### config.mk
export PLATFORM = sky130hd
export DESIGN_NAME = click_decoder_flat
export DESIGN_NICKNAME = d
export VERILOG_FILES = /design/src/rtl/click_if.sv /design/src/rtl/click_decoder.sv /design/src/flat_wrapper.sv
export SDC_FILE = /design/constraint.sdc
export NUM_CORES = 1
export LEC_CHECK = 0
export ABC_AREA = 1
export CAP_MARGIN = 20
export CORE_ASPECT_RATIO = 0.9
export CORE_MARGIN = 5
export CORE_UTILIZATION = 59
export CTS_CLUSTER_DIAMETER = 100
export DETAILED_ROUTE_END_ITERATION = 8
export GPL_ROUTABILITY_DRIVEN = 1
export PLACE_DENSITY = 0.81
export SYNTH_ARGS = -nofsm -noshare
export SYNTH_HDL_FRONTEND = slang
export SYNTH_SLANG_ARGS = --single-unit
### constraint.sdc
create_clock -name clk -period 1.9 [get_ports clk]
set_input_delay 0.57 -clock clk [delete_from_list [all_inputs] [get_ports clk]]
set_output_delay 0.57 -clock clk [all_outputs]
set_load 0.005 [all_outputs]
### src/rtl/click_if.sv
// Button-event and click-classification signals between the debouncer side and the decoder.
interface click_if;
    logic i_pulse;
    logic o_single;
    logic o_double;
    logic o_triple;
    logic o_busy;

    modport master (
        output i_pulse,
        input  o_single,
        input  o_double,
        input  o_triple,
        input  o_busy
    );

    modport slave (
        input  i_pulse,
        output o_single,
        output o_double,
        output o_triple,
        output o_busy
    );
endinterface

### src/rtl/click_decoder.sv
// Groups button events inside a sliding window and emits one single/double(/triple) pulse per group.
// Optional triple-click detection is enabled by defining CLICK_TRIPLE_EN.
module click_decoder #(
    parameter int CNT_WIDTH = 24,
    parameter int WINDOW    = 10000000
) (
    input  logic   clk,
    input  logic   i_rst_n,
    click_if.slave bus
);
    typedef enum logic [1:0] {
        IDLE  = 2'd0,
        WAIT1 = 2'd1,
        WAIT2 = 2'd2
    } state_t;

    localparam logic [CNT_WIDTH-1:0] TIMER_LAST = CNT_WIDTH'(WINDOW - 1);
    localparam logic [CNT_WIDTH-1:0] TIMER_ZERO = CNT_WIDTH'(0);
    localparam logic [CNT_WIDTH-1:0] TIMER_ONE  = CNT_WIDTH'(1);

    state_t                 state_r;
    state_t                 state_nx_s;
    logic [CNT_WIDTH-1:0]   timer_r;
    logic [CNT_WIDTH-1:0]   timer_nx_s;
    logic                   pulse_d_r;
    logic                   ev_s;
    logic                   single_r;
    logic                   single_nx_s;
    logic                   double_r;
    logic                   double_nx_s;
`ifdef CLICK_TRIPLE_EN
    logic                   triple_r;
    logic                   triple_nx_s;
`endif

    // A held-high level yields only one event: its rising edge.
    assign ev_s = bus.i_pulse & ~pulse_d_r;

    // Next-state, timer and classification decode.
    always_comb begin
        state_nx_s  = state_r;
        timer_nx_s  = timer_r;
        single_nx_s = 1'b0;
        double_nx_s = 1'b0;
`ifdef CLICK_TRIPLE_EN
        triple_nx_s = 1'b0;
`endif
        case (state_r)
            IDLE: begin
                timer_nx_s = TIMER_ZERO;
                if (ev_s) begin
                    state_nx_s = WAIT1;
                end else begin
                    state_nx_s = IDLE;
                end
            end
            WAIT1: begin
                // A click coinciding with the timeout wins over the timeout.
                if (ev_s) begin
                    timer_nx_s = TIMER_ZERO;
`ifdef CLICK_TRIPLE_EN
                    state_nx_s = WAIT2;
`else
                    state_nx_s  = IDLE;
                    double_nx_s = 1'b1;
`endif
                end else if (timer_r == TIMER_LAST) begin
                    timer_nx_s  = TIMER_ZERO;
                    state_nx_s  = IDLE;
                    single_nx_s = 1'b1;
                end else begin
                    timer_nx_s = timer_r + TIMER_ONE;
                end
            end
            WAIT2: begin
`ifdef CLICK_TRIPLE_EN
                if (ev_s) begin
                    timer_nx_s  = TIMER_ZERO;
                    state_nx_s  = IDLE;
                    triple_nx_s = 1'b1;
                end else if (timer_r == TIMER_LAST) begin
                    timer_nx_s  = TIMER_ZERO;
                    state_nx_s  = IDLE;
                    double_nx_s = 1'b1;
                end else begin
                    timer_nx_s = timer_r + TIMER_ONE;
                end
`else
                timer_nx_s = TIMER_ZERO;
                state_nx_s = IDLE;
`endif
            end
            default: begin
                timer_nx_s = TIMER_ZERO;
                state_nx_s = IDLE;
            end
        endcase
    end

    // State, timer, edge detector and registered classification outputs.
    always_ff @(posedge clk or negedge i_rst_n) begin
        if (!i_rst_n) begin
            state_r   <= IDLE;
            timer_r   <= TIMER_ZERO;
            pulse_d_r <= 1'b0;
            single_r  <= 1'b0;
            double_r  <= 1'b0;
`ifdef CLICK_TRIPLE_EN
            triple_r  <= 1'b0;
`endif
        end else begin
            state_r   <= state_nx_s;
            timer_r   <= timer_nx_s;
            pulse_d_r <= bus.i_pulse;
            single_r  <= single_nx_s;
            double_r  <= double_nx_s;
`ifdef CLICK_TRIPLE_EN
            triple_r  <= triple_nx_s;
`endif
        end
    end

    assign bus.o_single = single_r;
    assign bus.o_double = double_r;
`ifdef CLICK_TRIPLE_EN
    assign bus.o_triple = triple_r;
`else
    assign bus.o_triple = 1'b0;
`endif
    assign bus.o_busy   = (state_r != IDLE);

endmodule

### src/flat_wrapper.sv
// flat-port wrapper written by rule: the top's interface ports become plain ports
module click_decoder_flat 
#(
    parameter int CNT_WIDTH = 24,
    parameter int WINDOW    = 10000000
)
  (clk, i_rst_n, bus_i_pulse, bus_o_single, bus_o_double, bus_o_triple, bus_o_busy);
  click_if bus_i ();
  input  logic clk;
  input  logic i_rst_n;
  input wire logic [$bits(bus_i.i_pulse)-1:0] bus_i_pulse;
  output wire logic [$bits(bus_i.o_single)-1:0] bus_o_single;
  output wire logic [$bits(bus_i.o_double)-1:0] bus_o_double;
  output wire logic [$bits(bus_i.o_triple)-1:0] bus_o_triple;
  output wire logic [$bits(bus_i.o_busy)-1:0] bus_o_busy;
  assign bus_i.i_pulse = bus_i_pulse;
  assign bus_o_single = bus_i.o_single;
  assign bus_o_double = bus_i.o_double;
  assign bus_o_triple = bus_i.o_triple;
  assign bus_o_busy = bus_i.o_busy;
  click_decoder #(.CNT_WIDTH(CNT_WIDTH), .WINDOW(WINDOW)) u_core (.clk(clk), .i_rst_n(i_rst_n), .bus(bus_i));
endmodule
## After elaboration in Yosys (flattened, before gate mapping)

Cells that the tools add are included.

- Bits in registers: 29
- Bits of input ports: 3
- Output and inout port bits: 4

- Add/subtract/negate cells: 1
- Equal/unequal tests: 3
- Muxes and demuxes: 12
- Bitwise gates (word level): 2
- Reduce and logical (&&, ||, !) cells: 2

Operator list:

| cell | number |
|---|---|
| 2-to-1 mux 24 bit | 3 |
| adder 24 x 1 -> 24 bit, second input constant | 1 |
| equality test 24 bit, second input constant | 1 |
| 2-to-1 mux 1 bit | 6 |
| 2-to-1 mux 2 bit | 2 |
| case mux 2 bit (2 select lines) | 1 |
| != test 3 x 1 -> 1 bit, second input constant | 1 |
| equality test 2 x 1 -> 1 bit, second input constant | 1 |
| logical NOT 2 bit | 1 |
| nonzero test 2 bit | 1 |
| bitwise AND 1 bit | 1 |
| inverter 1 bit | 1 |

## Longest topological paths before layout

- Word-level depth: 4
- Depth in mapped cells: 8

## Worst setup path after synthesis

Ideal clock, no wire load.

- Path type: flip-flop to flip-flop
- Start: register u_core.timer_r[0]
- End: register u_core.timer_r[22]
- Data arrival time: 1.327 ns
- Data required time: 1.785 ns
- Path slack: 0.457 ns
- Stages on the path, launching flop included: 8
- Buffers on the path: 1
- Clock period less this slack: 1.443 ns
- Cell sequence: dfrtp_1 ha_1 nand2_1 nor3b_2 nand3_4 nand2_4 buf_8 nor2_1

- Word-level cells in the longest chain between the ends: 4
- Elaborated cells on any way between the ends: 5
- Those cells by class: 1 x add/sub; 1 x eq/ne; 3 x mux

Ends and longest elaborated chain:

| element | RTL line | source |
|---|---|---|
| start, declared | click_decoder.sv:23 | `logic [CNT_WIDTH-1:0] timer_r;` |
| start signal, assigned | click_decoder.sv:113 | `timer_r <= timer_nx_s;` |
| adder 24 x 1 -> 24 bit / equality test 24 bit (equally long branches) | click_decoder.sv:72, click_decoder.sv:67 |  |
| 2-to-1 mux 24 bit * | click_decoder.sv:67 | `end else if (timer_r == TIMER_LAST) begin` |
| 2-to-1 mux 24 bit * | click_decoder.sv:59 | `if (ev_s) begin` |
| 2-to-1 mux 24 bit * | click_decoder.sv:48 | `case (state_r)` |
| via u_core.timer_nx_s[22] | click_decoder.sv:24 | `logic [CNT_WIDTH-1:0] timer_nx_s;` |

The timed path passes the listed nets; every way through them passes the cells marked *.
A chain may end at the register's enable or synchronous reset.

## Worst setup path after layout

- Start: register u_core.state_r[0]
- End: output bus_o_busy

- Word-level cells in the longest chain between the ends: 1

Ends and longest elaborated chain:

| element | RTL line | source |
|---|---|---|
| start, declared | click_decoder.sv:21 | `state_t state_r;` |
| start signal, assigned | click_decoder.sv:112 | `state_r <= state_nx_s;` |
| nonzero test 2 bit | click_decoder.sv:130 | `assign bus.o_busy = (state_r != IDLE);` |
| end, declared | flat_wrapper.sv:15 | `output wire logic [$bits(bus_i.o_busy)-1:0] bus_o_busy;` |

No other way between the ends.

==> impl_metrics.csv <==
group,metric,value,unit
floorplan,num_rows,17,
critical_path,slowest_stage,"clkdlybuf4s50_1",
clock_network,clk_latency,340,ps
sta,rsz0062_at_grt,"no",
placement,hpwl,2310,µm
detailed_routing,wl,3040,µm
finish,syn_to_final_growth,8.62,%
synth,ys_seq_elements,28,
synth,syn-num-nets,202,
detailed_routing,vias,1300,
synth,ys_warn_count,0,
clock_network,cts_tree,"yes",
synth,synth_top_area_cell,"dfrtp_1",
synth,ys_top_cells_by_count,"nor2_1, nand2_1, dfrtp_1, nand3_1, inv_1",
power,power_density,674,nW/µm²
sta,period_minus_slack,1800,ps
finish,n_antenna_cell,0,
outcome,status,"finished clean",
detailed_routing,drc,0,
critical_path,worst_setup_path_start_kind,"flip-flop",
grt,grt_pass1_wl,5360,µm
sta,post-route-period-util,94.6,%
clock_network,clk_pin_slew_worst_paths,140,ps
grt,grt_max_degree,29,
synth,synth_edf_count,0,
power,totalPowerFinal,1.10,mW
clock_network,ctsResizeCount,0,
hold_path,hp-start,"u_core.timer_r[0]",
sta,setup_tns,0,ps
clock_network,htreeDepth,1,
detailed_routing,first_pass_iters,7,
finish,layout-drive-gt1-share,6.76,%
finish,design_area,1640,µm²
synth,synthCells,198,
grt,antenna_found_initial,0,
critical_path,slowest_delay,520,ps
floorplan,io-pin-count,7,
synth,synth_cell_types,23,
synth,ys_top_cells_by_area,"dfrtp_1, nor2_1, nand2_1, nand3_1, inv_1",
sta,finClkSkew,13.8,ps
critical_path,path_cells,"clkdlybuf4s50_1",
critical_path,cp_max_fo,3,
detailed_routing,vias_per_cell,5.53,
placement,place_area,1590,µm²
grt,grt_usage,18.2,%
synth,synth-seq-area-share,46.4,%
critical_path,cp-startpoint,"u_core.state_r[0]",
clock_network,numCtsBuffers,3,
detailed_routing,drt_iter0_drc,66,
hold_path,hp-class,"reg2reg",
sta,clock.fmax,556,MHz
clock_network,clockRootBuffer,"clkbuf_4",
critical_path,crit-reg2reg-launch,"u_core.timer_r[0]",
power,peakVddDrop,0.000649,V
clock_network,clk_path_buf_depth,2,
floorplan,dieArea,3670,µm²
sta,setup_viol,0,
detailed_routing,ant_nets,0,
floorplan,start_util,61.7,%
finish,nets,212,
placement,place_congestion,0.960,
synth,avgSynthCellArea,7.63,µm²
critical_path,required,1330,ps
critical_path,critPathBufInv,1,
clock_network,cts_sinks,28,
clock_network,cts_setup_buffers,0,
floorplan,coreArea,2450,µm²
power,p_leak,0.675,nW
sta,hold_viol,0,
grt,first_global_vias,1183,
synth,async_reset_ff_share,100,%
critical_path,end_kind,"primary output",
sta,finalMaxSlewViolations,0,
placement,numPortBuffers,5,
synth,yosysMostFrequentCell,"nor2_1",
critical_path,critPathTopFamily,"buffers and inverters",
floorplan,die_w,63.3,µm
synth,synthFlopType,"dfrtp_1",
synth,synth_area,1510,µm²
floorplan,die_y,58.0,µm
grt,grt_overflow,0,
flow_run,cap_viol_max_count,0,
critical_path,cp.arrival,1230,ps
synth,synth_top_cell_area_share,46.4,%
critical_path,crit_type,"reg2out",
clock_network,cts_hold_buf,0,
detailed_routing,wire_per_inst,12.9,µm
per-stage QoR:
step / hold slack [ps] / setup slack [ps] / utilization, % / instances
after floorplan: 274 / 457 / - / 198
after global placement: 443 / 61.9 / 64.9 / 231
after detailed placement: 456 / 15.9 / 64.9 / 231
after CTS: 475 / 81.4 / 67.1 / 235
after global routing: 505 / 20.0 / 67.1 / 235
final: 473 / 103 / 67.1 / 235
area by class of cell:
| cell class | instances | area [µm²] |
|---|---|---|
| multi-input combinational | 153 | 731 |
| clock buffer | 3 | 22.5 |
| tap | 28 | 35.0 |
| clock inverter | 1 | 30.0 |
| inverter | 15 | 56.3 |
| fill | 197 | 806 |
| timing repair buffer | 7 | 65.1 |
| sequential | 28 | 701 |
worst paths after layout:
path,depth (start not counted),end,slack (ps)
worst min-delay path,1,u_core.timer_r[0],470
worst min register to register,1,u_core.timer_r[0],470
worst max register to register,6,u_core.state_r[0],230
worst max-delay path,1,bus_o_busy,100
max in group asynchronous,2,u_core.timer_r[10],1060
min in group asynchronous,2,u_core.timer_r[6],570
power by group:
part,internal (mW),switching [mW]
clock,0.214,0.176
combinational,0.0332,0.0620
sequential,0.610,0.00939
state kept, by name, indices dropped and copies added (netlist names):
signal	flops
u_core.state_r	1
u_core.bus.o_double	1
u_core.bus.o_single	1
u_core.pulse_d_r	1
u_core.timer_r	24
cells by family after synthesis:
logic type / Yosys count / share of synthesized area [%]
other: 1 / 0.248
AND/OR/NAND/NOR: 135 / 39.5
XOR/XNOR: 10 / 5.80
AO/OA/AOI/OAI: 6 / 1.99
flip-flops: 28 / 46.4
adder cells (fa/ha/maj): 1 / 0.828
buffers and inverters: 17 / 5.22
placed cells by master (no fill, tap or decap), types with 3 or more instances in the layout:
master and count:
nor2_1 59, nand2_1 41, dfrtp_1 28, nand3_1 17
inv_1 15, xor2_1 5, xnor2_1 5, clkdlybuf4s50_1 5
nand4_1 4, nor3_1 3, nor2_2 3, o21ai_0 3
a21oi_1 3, clkbuf_4 3
layer usage:
| layer | GRT usage (%) | up-vias | share of wire (%) |
|---|---|---|---|
| li1 | - | 640 | - |
| met1 | 24.3 | 593 | 45 |
| met2 | 29.6 | 53 | 45 |
| met3 | 4.84 | 14 | 7.7 |
| met4 | 4.45 | 0 | 2.4 |
| met5 | 0 | - | 0 |
(Power assumes the default switching activity.)
